`config.mk`:
```
export PLATFORM = sky130hd
export DESIGN_NAME = frame_send_ctrl
export DESIGN_NICKNAME = d
export VERILOG_FILES = /design/src/rtl/frame_send_ctrl.sv
export SDC_FILE = /design/constraint.sdc
export NUM_CORES = 1
export LEC_CHECK = 0
export ABC_AREA = 1
export CAP_MARGIN = 20
export CORE_ASPECT_RATIO = 1.1
export CORE_MARGIN = 1.5
export CORE_UTILIZATION = 59
export DETAILED_ROUTE_END_ITERATION = 10
export GPL_ROUTABILITY_DRIVEN = 0
export PLACE_DENSITY = 0.77
export REMOVE_ABC_BUFFERS = 1
export SYNTH_ARGS = -nofsm -noshare
export SYNTH_HDL_FRONTEND = slang
export SYNTH_SLANG_ARGS = --single-unit
```
`constraint.sdc`:
```
create_clock -name clk -period 1.5 [get_ports clk]
set_input_delay 0.225 -clock clk [delete_from_list [all_inputs] [get_ports clk]]
set_output_delay 0.225 -clock clk [all_outputs]
set_load 0.005 [all_outputs]
```
`src/rtl/frame_send_ctrl.sv`:
```
// ---------------------------------------------------------------------------
// frame_send_ctrl
//
// Frame-transmit scheduler for the OV5640-to-Ethernet path. The block
// debounces the snapshot and mode keys and decides when the Ethernet frame
// sender may start a frame. A snapshot press requests one frame. The mode
// key toggles continuous mode, in which a frame is requested after every
// inter-frame gap. Each frame start is aligned to a rising edge of the camera
// VSYNC. frame_send_en stays high until the sender reports frame_over. The
// block then holds off for GAP_CYC cycles before it can start another frame.
//
// Optional feature, compile-time macro FRAME_TIMEOUT_EN:
//   defined   - a SEND that lasts TIMEOUT_CYC cycles without frame_over is
//               abandoned, and the sticky timeout_err flag is set.
//   undefined - SEND waits for frame_over indefinitely; timeout_err is 0.
//
// Ports:
//   clk           in   system clock
//   rst_n         in   asynchronous active-low reset
//   key_snap      in   snapshot key, high = pressed (asynchronous)
//   key_mode      in   mode key, high = pressed (asynchronous)
//   cam_vsync     in   camera VSYNC (asynchronous); a rising edge starts a frame
//   frame_over    in   one-cycle pulse: the current frame has been sent
//   frame_send_en out  frame send enable to the packetiser
//   cont_mode     out  1 = continuous mode
//   busy          out  high in any state other than IDLE
//   frame_cnt     out  completed frame count (wraps at 16'hFFFF)
//   timeout_err   out  sticky SEND timeout flag
// ---------------------------------------------------------------------------
module frame_send_ctrl #(
    parameter int DEBOUNCE_CYC = 50000,
    parameter int GAP_CYC      = 1000,
    parameter int TIMEOUT_CYC  = 50000000
) (
    input  logic        clk,
    input  logic        rst_n,
    input  logic        key_snap,
    input  logic        key_mode,
    input  logic        cam_vsync,
    input  logic        frame_over,
    output logic        frame_send_en,
    output logic        cont_mode,
    output logic        busy,
    output logic [15:0] frame_cnt,
    output logic        timeout_err
);

    localparam logic [1:0] ST_IDLE    = 2'd0;
    localparam logic [1:0] ST_WAIT_VS = 2'd1;
    localparam logic [1:0] ST_SEND    = 2'd2;
    localparam logic [1:0] ST_GAP     = 2'd3;

    localparam int DW = $clog2(DEBOUNCE_CYC + 1);
    localparam int GW = $clog2(GAP_CYC + 1);
    localparam logic [DW-1:0] DEB_MAX  = DW'(DEBOUNCE_CYC);
    localparam logic [DW-1:0] DEB_FIRE = DW'(DEBOUNCE_CYC - 1);
    localparam logic [GW-1:0] GAP_LAST = GW'(GAP_CYC - 1);

    // Input synchronisers. Bit 0 carries key_snap and bit 1 carries key_mode.
    logic [1:0] key_s1_q, key_s1_d;
    logic [1:0] key_s2_q, key_s2_d;
    // vs_sync_q[0] is sync1, [1] is sync2, and [2] is the edge-detect delay.
    logic [2:0] vs_sync_q, vs_sync_d;
    logic       vs_rise;

    logic [1:0] key_press;
    logic       snap_press;
    logic       mode_press;

    logic [1:0]    state_q, state_d;
    logic          pending_q, pending_d;
    logic          cont_mode_q, cont_mode_d;
    logic          send_en_q, send_en_d;
    logic          busy_q, busy_d;
    logic [15:0]   frame_cnt_q, frame_cnt_d;
    logic [GW-1:0] gap_cnt_q, gap_cnt_d;
    logic          req;
    logic          pending_clr;

`ifdef FRAME_TIMEOUT_EN
    localparam int TW = $clog2(TIMEOUT_CYC + 1);
    localparam logic [TW-1:0] TMO_LAST = TW'(TIMEOUT_CYC - 1);
    logic [TW-1:0] tmo_cnt_q, tmo_cnt_d;
    logic          tmo_err_q, tmo_err_d;
`endif

    // ------------------------------------------------------------------
    // Debounce, one counter per key. The counter saturates at DEBOUNCE_CYC,
    // so it passes DEBOUNCE_CYC-1 only once per hold. As a result, a held
    // key produces exactly one press pulse.
    // ------------------------------------------------------------------
    genvar gi;
    generate
        for (gi = 0; gi < 2; gi++) begin : g_deb
            logic [DW-1:0] cnt_q, cnt_d;

            always_comb begin
                cnt_d = cnt_q;
                if (!key_s2_q[gi]) begin
                    cnt_d = '0;
                end else if (cnt_q != DEB_MAX) begin
                    cnt_d = cnt_q + 1'b1;
                end
            end

            always_ff @(posedge clk or negedge rst_n) begin
                if (!rst_n) begin
                    cnt_q <= '0;
                end else begin
                    cnt_q <= cnt_d;
                end
            end

            assign key_press[gi] = key_s2_q[gi] && (cnt_q == DEB_FIRE);
        end
    endgenerate

    assign snap_press = key_press[0];
    assign mode_press = key_press[1];
    assign vs_rise    = vs_sync_q[1] & ~vs_sync_q[2];
    assign req        = pending_q | cont_mode_q;

    // ------------------------------------------------------------------
    // Next-state logic
    // ------------------------------------------------------------------
    always_comb begin
        key_s1_d    = {key_mode, key_snap};
        key_s2_d    = key_s1_q;
        vs_sync_d   = {vs_sync_q[1:0], cam_vsync};

        state_d     = state_q;
        send_en_d   = send_en_q;
        frame_cnt_d = frame_cnt_q;
        gap_cnt_d   = gap_cnt_q;
        cont_mode_d = cont_mode_q ^ mode_press;
        pending_clr = 1'b0;
`ifdef FRAME_TIMEOUT_EN
        tmo_cnt_d   = tmo_cnt_q;
        tmo_err_d   = tmo_err_q;
`endif

        case (state_q)
            ST_IDLE: begin
                if (req) begin
                    state_d = ST_WAIT_VS;
                end
            end
            ST_WAIT_VS: begin
                // If continuous mode is dropped while no snapshot is pending,
                // nothing is left to wait for.
                if (!req) begin
                    state_d = ST_IDLE;
                end else if (vs_rise) begin
                    state_d     = ST_SEND;
                    send_en_d   = 1'b1;
                    pending_clr = 1'b1;
`ifdef FRAME_TIMEOUT_EN
                    tmo_cnt_d   = '0;
`endif
                end
            end
            ST_SEND: begin
`ifdef FRAME_TIMEOUT_EN
                tmo_cnt_d = tmo_cnt_q + 1'b1;
`endif
                // frame_over takes priority over a timeout in the same cycle.
                if (frame_over) begin
                    state_d     = ST_GAP;
                    send_en_d   = 1'b0;
                    frame_cnt_d = frame_cnt_q + 16'd1;
                    gap_cnt_d   = '0;
`ifdef FRAME_TIMEOUT_EN
                    tmo_err_d   = 1'b0;
                end else if (tmo_cnt_q == TMO_LAST) begin
                    state_d     = ST_GAP;
                    send_en_d   = 1'b0;
                    gap_cnt_d   = '0;
                    tmo_err_d   = 1'b1;
`endif
                end
            end
            default: begin // ST_GAP
                if (gap_cnt_q == GAP_LAST) begin
                    state_d = ST_IDLE;
                end else begin
                    gap_cnt_d = gap_cnt_q + 1'b1;
                end
            end
        endcase

        // pending holds at most one request. A press that lands on the
        // same cycle the pending request is consumed is kept only if
        // nothing was pending before. A press that arrives while a
        // request is already pending is dropped.
        if (pending_clr) begin
            pending_d = snap_press & ~pending_q;
        end else begin
            pending_d = pending_q | snap_press;
        end

        busy_d = (state_d != ST_IDLE);
    end

    // ------------------------------------------------------------------
    // State registers
    // ------------------------------------------------------------------
    always_ff @(posedge clk or negedge rst_n) begin
        if (!rst_n) begin
            key_s1_q    <= '0;
            key_s2_q    <= '0;
            vs_sync_q   <= '0;
            state_q     <= ST_IDLE;
            pending_q   <= 1'b0;
            cont_mode_q <= 1'b0;
            send_en_q   <= 1'b0;
            busy_q      <= 1'b0;
            frame_cnt_q <= '0;
            gap_cnt_q   <= '0;
        end else begin
            key_s1_q    <= key_s1_d;
            key_s2_q    <= key_s2_d;
            vs_sync_q   <= vs_sync_d;
            state_q     <= state_d;
            pending_q   <= pending_d;
            cont_mode_q <= cont_mode_d;
            send_en_q   <= send_en_d;
            busy_q      <= busy_d;
            frame_cnt_q <= frame_cnt_d;
            gap_cnt_q   <= gap_cnt_d;
        end
    end

`ifdef FRAME_TIMEOUT_EN
    always_ff @(posedge clk or negedge rst_n) begin
        if (!rst_n) begin
            tmo_cnt_q <= '0;
            tmo_err_q <= 1'b0;
        end else begin
            tmo_cnt_q <= tmo_cnt_d;
            tmo_err_q <= tmo_err_d;
        end
    end
    assign timeout_err = tmo_err_q;
`else
    assign timeout_err = 1'b0;
`endif

    assign frame_send_en = send_en_q;
    assign cont_mode     = cont_mode_q;
    assign busy          = busy_q;
    assign frame_cnt     = frame_cnt_q;

endmodule

```
### Word-level counts from Yosys, hierarchy flattened

Cells that the tools add are included.
W data, S select, Z words.

| storage, ports and cells | value |
|---|---|
| flip-flop bits (word level) | 71 |
| input port bits | 6 |
| output and inout bits | 20 |
| logic and storage cells | 67 |

| cells by class | value |
|---|---|
| add/subtract/negate cells | 4 |
| eq/ne operators | 13 |
| multiplexer cells | 21 |
| bitwise logic cells | 8 |
| reductions and logical operators | 9 |

Operators by type and width:

| operator | number |
|---|---|
| $mux W16 | 4 |
| $add A16 B1 Y16 const B | 3 |
| $eq A16 B16 Y1 const B | 2 |
| $ne A16 B16 Y1 const B | 2 |
| $mux W10 | 2 |
| $pmux W10 S2 | 1 |
| $add A10 B1 Y10 const B | 1 |
| $eq A10 B10 Y1 const B | 1 |
| $mux W2 | 5 |
| $mux W1 | 7 |
| $ne A2 B1 Y1 const B | 3 |
| $ne A2 B2 Y1 const B | 3 |
| $pmux W2 S3 | 1 |
| $reduce_and A4 Y1 | 1 |
| $reduce_bool A2 Y1 | 2 |
| $not A1 Y1 | 3 |
| $reduce_and A3 Y1 | 1 |
| $and A1 B1 Y1 | 2 |
| $eq A2 B1 Y1 const B | 1 |
| $eq A2 B2 Y1 const B | 1 |
| $logic_and A1 B1 Y1 | 2 |
| $logic_not A2 Y1 | 1 |
| $or A1 B1 Y1 | 2 |
| $pmux W1 S2 | 1 |
| 3 further kinds | 3 |

### Logic depth before layout (Yosys ltp)

Gate-level depths: netlist of run 1.

| logic depth | value |
|---|---|
| depth in word-level cells | 6 |
| gate-level depth with buffers | 9 |
| mapped depth without buffers | 9 |

### Worst setup path after synthesis of run 1

Ideal clock, no wire load.

| path | value |
|---|---|
| kind | reg2reg |
| start point | register gap_cnt_q[0] |
| end point | register gap_cnt_q[3] |
| setup time | 76 ps |
| arrival | 1293 ps |
| data required time | 1424 ps |
| setup slack | 130 ps |
| stages on the path, launching flop included | 7 |
| buffers on the path | 0 |
| period minus slack after synthesis | 1370 ps |
| cell sequence | dfrtp_1 -> ha_1 -> nand2_1 -> nor2_2 -> a21oi_1 -> nand3_1 -> o21ai_1 |

| between the ends | value |
|---|---|
| cells in the longest elaborated chain, start to end | 3 |
| elaborated cells on any way between the ends | 6 |
| classes of those cells | 1 x add/sub; 2 x eq/ne; 2 x mux; 1 x reduce/logical |

Ends and longest elaborated chain:

| element | line | text |
|---|---|---|
| start: declaration | 76 | `logic [GW-1:0] gap_cnt_q, gap_cnt_d;` |
| start signal: assignment | 229 | `gap_cnt_q <= gap_cnt_d;` |
| $add A10 B1 Y10 or $eq A10 B10 Y1 (tied branches) | 186, 183 |  |
| $mux W10 or $ne A2 B1 Y1 (tied branches) | -- |  |
| $pmux W10 S2 or $reduce_and A3 Y1 (tied branches) | -- |  |

Parallel ways exist; a longest one is shown, timed or not. The select of a mux whose other input is x is not followed.
A chain may end at the register's enable or synchronous reset.

### Final worst setup path of run 1

| path | value |
|---|---|
| start point | register frame_cnt_q[9] (netlist: frame_cnt[9]) |
| end point | output port frame_cnt[9] |

RTL lines:

| element | line | text |
|---|---|---|
| start: declaration | 75 | `logic [15:0] frame_cnt_q, frame_cnt_d;` |
| start signal: assignment | 228 | `frame_cnt_q <= frame_cnt_d;` |
| end: declaration | 44 | `output logic [15:0] frame_cnt,` |

No word-level cell between the ends.

==> results.py, run 1 <==
metrics = {
    "synthesis": {
        "ys_ff_latch": 71,
        "synth_area_per_cell_um2": 7.71,
        "synth_cells": 482,
        "synth_edf_count": 0,
        "synth_warnings": 0,
        "async_reset_ff_frac": 1.00,
        "syn-cell-area_um2": 3720,
        "synth_most_common_cell": "nand2_1",
        "synthTopCellsByCount": "nand2_1, dfrtp_1, nor2_1",
        "synth_top_area_share": 0.478,
        "synth_cell_types": 31,
        "seq_area_frac_synth": 0.478,
        "dominantRegCellSynth": "dfrtp_1",
        "synth_area_leader_cell": "dfrtp_1",
        "synth_area_leaders": "dfrtp_1, nand2_1, nor2_1",
    },
    "outcome": {
        "outcome": "complete, no violations",
    },
    "final_layout": {
        "finalNetCount": 556,
        "antenna_cells": 0,
        "finalNonFillerCells": 628,
        "fillers": 459,
        "finish.utilization": 0.734,
        "synthToLayoutAreaGrowth_pct": 20.8,
        "layout-drive-gt1-share": 0.133,
        "fin_area_um2": 4490,
    },
    "routing": {
        "top_layer": "met4",
        "dr_wl_met2_um": 3690,
        "wl_per_cell_um": 12.2,
        "via_count": 3275,
        "drcViolationCount": 0,
        "wl_met1_um": 3570,
        "wl_met3_um": 282,
        "firstDrtPassIters": 4,
        "via_per_inst": 5.21,
        "drtIter0Drc": 177,
        "antenna_left": 0,
        "totalWireLength_um": 7690,
    },
    "worst_setup_path": {
        "cp_max_fo": 2,
        "r2r_slack_ps": 80,
        "critPathRequiredTime_ps": 1270,
        "rr_worst_depth": 6,
        "crit_path_end_kind": "output pin",
        "cpLargestDelayFamily": "buffers and inverters",
        "cp-start-kind": "register",
        "crit_cells": 1,
        "crit_slowest_cell": "clkdlybuf4s50_1",
        "cp_slowest_stage_delay_ps": 510,
        "r2r-start": "gap_cnt_q[0]",
        "worst-setup-path-type": "reg -> out",
        "critPathCapture": "frame_cnt[9]",
        "startpoint": "frame_cnt[9]",
        "worstPathCellList": "clkdlybuf4s50_1",
        "arrival_ps": 1240,
        "r2r-end": "gap_cnt_q[9]",
        "cp_num_buf_inv": 1,
    },
    "timing": {
        "min_period_ps": 1470,
        "fin_skew_ps": 11.2,
        "slew_viol_final": 0,
        "hold_violations": 0,
        "min_period_over_period": 0.979,
        "clock.fmax_mhz": 681,
        "grt_setup_unrepaired": "true",
        "finalSetupViolations": 0,
    },
    "clock_network": {
        "htreeDepth": 3,
        "ctsLongestPathBuffers": 2,
        "cts-root-buf": "clkbuf_8",
        "clk_latency_ps": 350,
        "numCtsBuffers": 9,
        "clock_sinks": 71,
        "cts_tree": "done",
        "cts.reportedPaths.clkPinSlew_ps": 80,
    },
    "power": {
        "p_leak_nw": 2.15,
        "finalPower_w": 0.00363,
        "ir_worst_vdd_mv": 0.711,
        "p_per_area_nw_per_um2": 808,
    },
    "global_routing": {
        "grt_pass1_wl_um": 13300,
        "antenna_found_initial": 0,
        "grt_use_total": 0.248,
        "grt_pass1_vias": 3091,
        "grt_max_degree": 72,
        "gr-total-overflow": 0,
    },
    "floorplan": {
        "num_io_pins": 26,
        "die_h_um": 86.3,
        "die_x_um": 78.7,
        "core_um2": 6120,
        "fp-row-count": 30,
        "start_util": 0.608,
        "fp.dieArea_um2": 6790,
    },
    "placed_design": {
        "dp.cells": 591,
        "io_buffer_count": 24,
        "hpwl_um": 5250,
        "placedInstanceArea_um2": 4110,
    },
    "flow_run": {
        "drv_cap": 0,
    },
    "hold_path": {
        "min_path_type": "in -> reg",
    },
}
==> cells by family after synthesis <==
family	after synthesis	share of synthesized area
AO/OA/AOI/OAI	45	0.0616
adder cells (fa/ha/maj)	6	0.0202
buffers and inverters	59	0.0626
XOR/XNOR	13	0.0306
other	1	0.00101
flip-flops	71	0.478
AND/OR/NAND/NOR	287	0.346
==> layout make-up <==
cell class	count	area, um2	area share
clock buffer	10	138	0.0306
inverter	56	213	0.0474
timing repair buffer	54	474	0.106
tap	80	100	0.0223
sequential	71	1780	0.396
multi-input combinational	352	1730	0.386
clock inverter	5	58.8	0.0131
==> worst register-to-register path, stage by stage (launching register included) <==
cell and delay [ps]:
dfrtp_1 390, ha_1 210, nand2_1 130, nor2_4 60, a21oi_2 320, nand3_1 130, o21ai_1 110
==> cells in the final DEF (no fill, tap or decap), types with 2 or more instances in the layout <==
master           Yosys  final
o21ai_0             17     17
dlygate4sd2_1        0      3
clkinvlp_4           0      2
or2_2                2      2
nor3_1               9      9
inv_1               54     54
ha_1                 6      5
o21ai_1              5      5
nand2_2              6      6
nor2_4               5      6
nand2_1            138    138
and2_1               2      2
nand3_1             38     36
clkdlybuf4s50_1      0     19
dfrtp_1             71     71
clkbuf_8             0     10
nand4_1             11     11
nor2_2               3      3
a21oi_1             21     20
xnor2_1              7      7
buf_4                2     28
nand3_2              1      3
nand3b_1             3      3
nor2_1              64     63
nor3_2               2      2
xor2_1               6      6
==> flip-flops by register name (all words and copies together) (netlist names) <==
| register | flops |
|---|---|
| busy | 1 |
| key_s1_q | 2 |
| pending_q | 1 |
| g_deb.cnt_q | 32 |
| vs_sync_q | 3 |
| state_q | 2 |
| gap_cnt_q | 10 |
| key_s2_q | 2 |
| frame_cnt | 16 |
| cont_mode | 1 |
| frame_send_en | 1 |
==> repair_timing <==
action,in CTS,in global routing
hold buffers,1,0
gates resized for setup,4,6
endpoints found under the setup margin,24,16
endpoints found under the hold margin,71,0
pin swaps,0,4
setup buffers,15,6
==> metrics by stage <==
stage,setup WS (ps),hold slack (ps),TNS [ps]
5_1_grt,-37.0,315,-106
3_3_place_gp,-13.0,279,-30.5
2_1_floorplan,130,-70.6,0
3_5_place_dp,-47.6,282,-168
4_1_cts,30.0,310,0
6_report,31.4,320,0
==> metal layers <==
layer / vias up / GRT usage
met2: 73 / 0.415
met1: 1534 / 0.321
met3: 14 / 0.0326
met5: - / 0
li1: 1654 / -
met4: 0 / 0.114
==> worst min-delay path by stage <==
stage,slack (ps),end,depth (start not counted),from
floorplan,-70,busy,0,rst_n
global placement,280,frame_cnt[6],2,rst_n
detailed placement,280,frame_cnt[10],2,rst_n
CTS,310,vs_sync_q[0],1,cam_vsync
global route,310,vs_sync_q[0],1,cam_vsync
finish,320,vs_sync_q[0],1,cam_vsync
==> power breakdown <==
| group | total (W) | switching (W) | internal [W] |
|---|---|---|---|
| Combinational | 0.000142 | 0.0000861 | 0.0000561 |
| Clock | 0.00153 | 0.000726 | 0.000804 |
| Sequential | 0.00196 | 0.0000198 | 0.00194 |
| Total | 0.00363 | 0.000832 | 0.00280 |
Power figures use the tool's default switching activity.
==> run 2: changes to the inputs <==
--- a/config.mk
+++ b/config.mk
@@ -8,12 +8,13 @@
 export ABC_AREA = 1
 export CAP_MARGIN = 20
 export CORE_ASPECT_RATIO = 1.1
-export CORE_MARGIN = 1.5
 export CORE_UTILIZATION = 59
+export CTS_CLUSTER_DIAMETER = 30
 export DETAILED_ROUTE_END_ITERATION = 10
 export GPL_ROUTABILITY_DRIVEN = 0
 export PLACE_DENSITY = 0.77
 export REMOVE_ABC_BUFFERS = 1
+export SLEW_MARGIN = 10
 export SYNTH_ARGS = -nofsm -noshare
 export SYNTH_HDL_FRONTEND = slang
 export SYNTH_SLANG_ARGS = --single-unit
==> results.py, run 2 (synthesized netlist as in run 1, its figures left out) <==
metrics = {
    "global_routing": {
        "grt_use_total": 0.268,
        "grt_pass1_vias": 3205,
        "gr-total-overflow": 0,
        "grt_pass1_wl_um": 13900,
        "antenna_found_initial": 0,
        "grt_max_degree": 38,
    },
    "final_layout": {
        "largest_reg_flops": 32,
        "antenna_cells": 0,
        "final_cell_mix": "nand2_1, dfrtp_1, nor2_1, inv_1, nand3_1",
        "synthToLayoutAreaGrowth_pct": 23.3,
        "final_common_cell": "nand2_1",
        "fin_area_um2": 4580,
        "finish.utilization": 0.775,
        "finalNonFillerCells": 628,
        "regMostFlops": "g_deb.cnt_q",
        "layout-drive-gt1-share": 0.138,
        "finalNetCount": 558,
    },
    "routing": {
        "wl_met3_um": 310,
        "via_per_inst": 5.33,
        "top_layer": "met4",
        "drtIter0Drc": 135,
        "dr_wl_met2_um": 4050,
        "drcViolationCount": 0,
        "firstDrtPassIters": 5,
        "totalWireLength_um": 8140,
        "wl_per_cell_um": 13.0,
        "wl_met1_um": 3590,
        "via_count": 3349,
        "antenna_left": 0,
    },
    "placed_design": {
        "placedInstanceArea_um2": 4140,
        "place_ws_ps": -79.7,
        "hpwl_um": 5390,
        "io_buffer_count": 24,
        "dp.cells": 591,
    },
    "timing": {
        "fin_skew_ps": 12.9,
        "finalSetupViolations": 0,
        "setup_slack_ps": 32.8,
        "min_period_ps": 1470,
        "hold_violations": 0,
        "clock.fmax_mhz": 682,
        "grt_setup_unrepaired": "true",
        "min_period_over_period": 0.978,
        "slew_viol_final": 0,
    },
    "worst_setup_path": {
        "cp_slowest_stage_delay_ps": 510,
        "critPathRequiredTime_ps": 1270,
        "arrival_ps": 1240,
        "cp-start-kind": "register",
        "crit_path_end_kind": "output pin",
        "crit_slowest_cell": "clkdlybuf4s50_1",
        "cp_max_fo": 3,
        "worstPathCellList": "clkdlybuf4s50_1",
        "cp_num_buf_inv": 1,
        "cpLargestDelayFamily": "buffers and inverters",
        "worst-setup-path-type": "reg -> out",
    },
    "floorplan": {
        "start_util": 0.629,
        "core_um2": 5910,
        "fp-row-count": 29,
        "num_io_pins": 26,
        "fp.dieArea_um2": 6620,
        "die_h_um": 85.3,
        "die_x_um": 77.7,
    },
    "clock_network": {
        "cts-root-buf": "clkbuf_8",
        "htreeDepth": 3,
        "clock_sinks": 71,
        "cts_tree": "done",
        "numCtsBuffers": 9,
        "clk_latency_ps": 350,
        "ctsLongestPathBuffers": 2,
        "cts.reportedPaths.clkPinSlew_ps": 70,
    },
    "power": {
        "p_per_area_nw_per_um2": 834,
        "finalPower_w": 0.00382,
        "ir_worst_vdd_mv": 0.659,
        "p_leak_nw": 2.21,
    },
    "flow_run": {
        "drv_cap": 0,
    },
    "outcome": {
        "outcome": "complete, no violations",
    },
    "hold_path": {
        "min_path_type": "in -> reg",
    },
}
==> run 2: cell count changes in the layout (fill, tap and decap cells not counted), moves of 2 or more <==
cell	before	now
dlymetal6s2s_1	1	4
clkbuf_1	0	2
dlygate4sd2_1	3	0
dfrtp_1	71	69
clkinvlp_4	2	0
dfrtp_2	0	2
buf_12	1	3
==> run 2: path summary, 6_finish.rpt <==
check	startpoint	to	slack, ps	depth (start not counted)
min reg2reg	vs_sync_q[0]	vs_sync_q[1]	350	0
min	cam_vsync	vs_sync_q[0]	320	1
min in group asynchronous	rst_n	gap_cnt_q[8]	360	2
max in group asynchronous	rst_n	key_s2_q[0]	580	3
max reg2reg	frame_cnt[1]	frame_cnt[7]	60	7
max	frame_cnt[15]	frame_cnt[15]	30	1
==> run 2: timing repair <==
action | CTS | global route
setup buffers | 16 | 4
endpoints found under the setup margin | 24 | 22
pin swaps | 0 | 2
resized for setup | 3 | 12
endpoints found under the hold margin | 15 | 0
hold buffers | 1 | 0
==> run 2: area by class of cell <==
cell class                 instances  area, um2
timing repair buffer              56        526
multi-input combinational        352       1740
clock inverter                     3       65.1
inverter                          56        215
tap                               77       96.3
fill                             401       1330
clock buffer                      13        159
sequential                        71       1780
==> run 2: power by group <==
group / internal (W) / leakage (nW) / switching, W
clock: 0.00103 / 0.114 / 0.000693
sequential: 0.00194 / 0.913 / 0.0000208
combinational: 0.0000588 / 1.19 / 0.0000889
==> run 2: per-stage QoR <==
stage	setup TNS (ps)	hold WS, ps
2_1_floorplan	0	-70.6
3_3_place_gp	-25.2	200
3_5_place_dp	-329	203
4_1_cts	0	317
5_1_grt	-52.4	319
6_report	0	321
==> run 2: routing by layer <==
layer,GRT usage,up-vias
met2,0.441,96
met3,0.0441,22
met4,0.137,0
met1,0.341,1566
met5,0,-
li1,-,1665
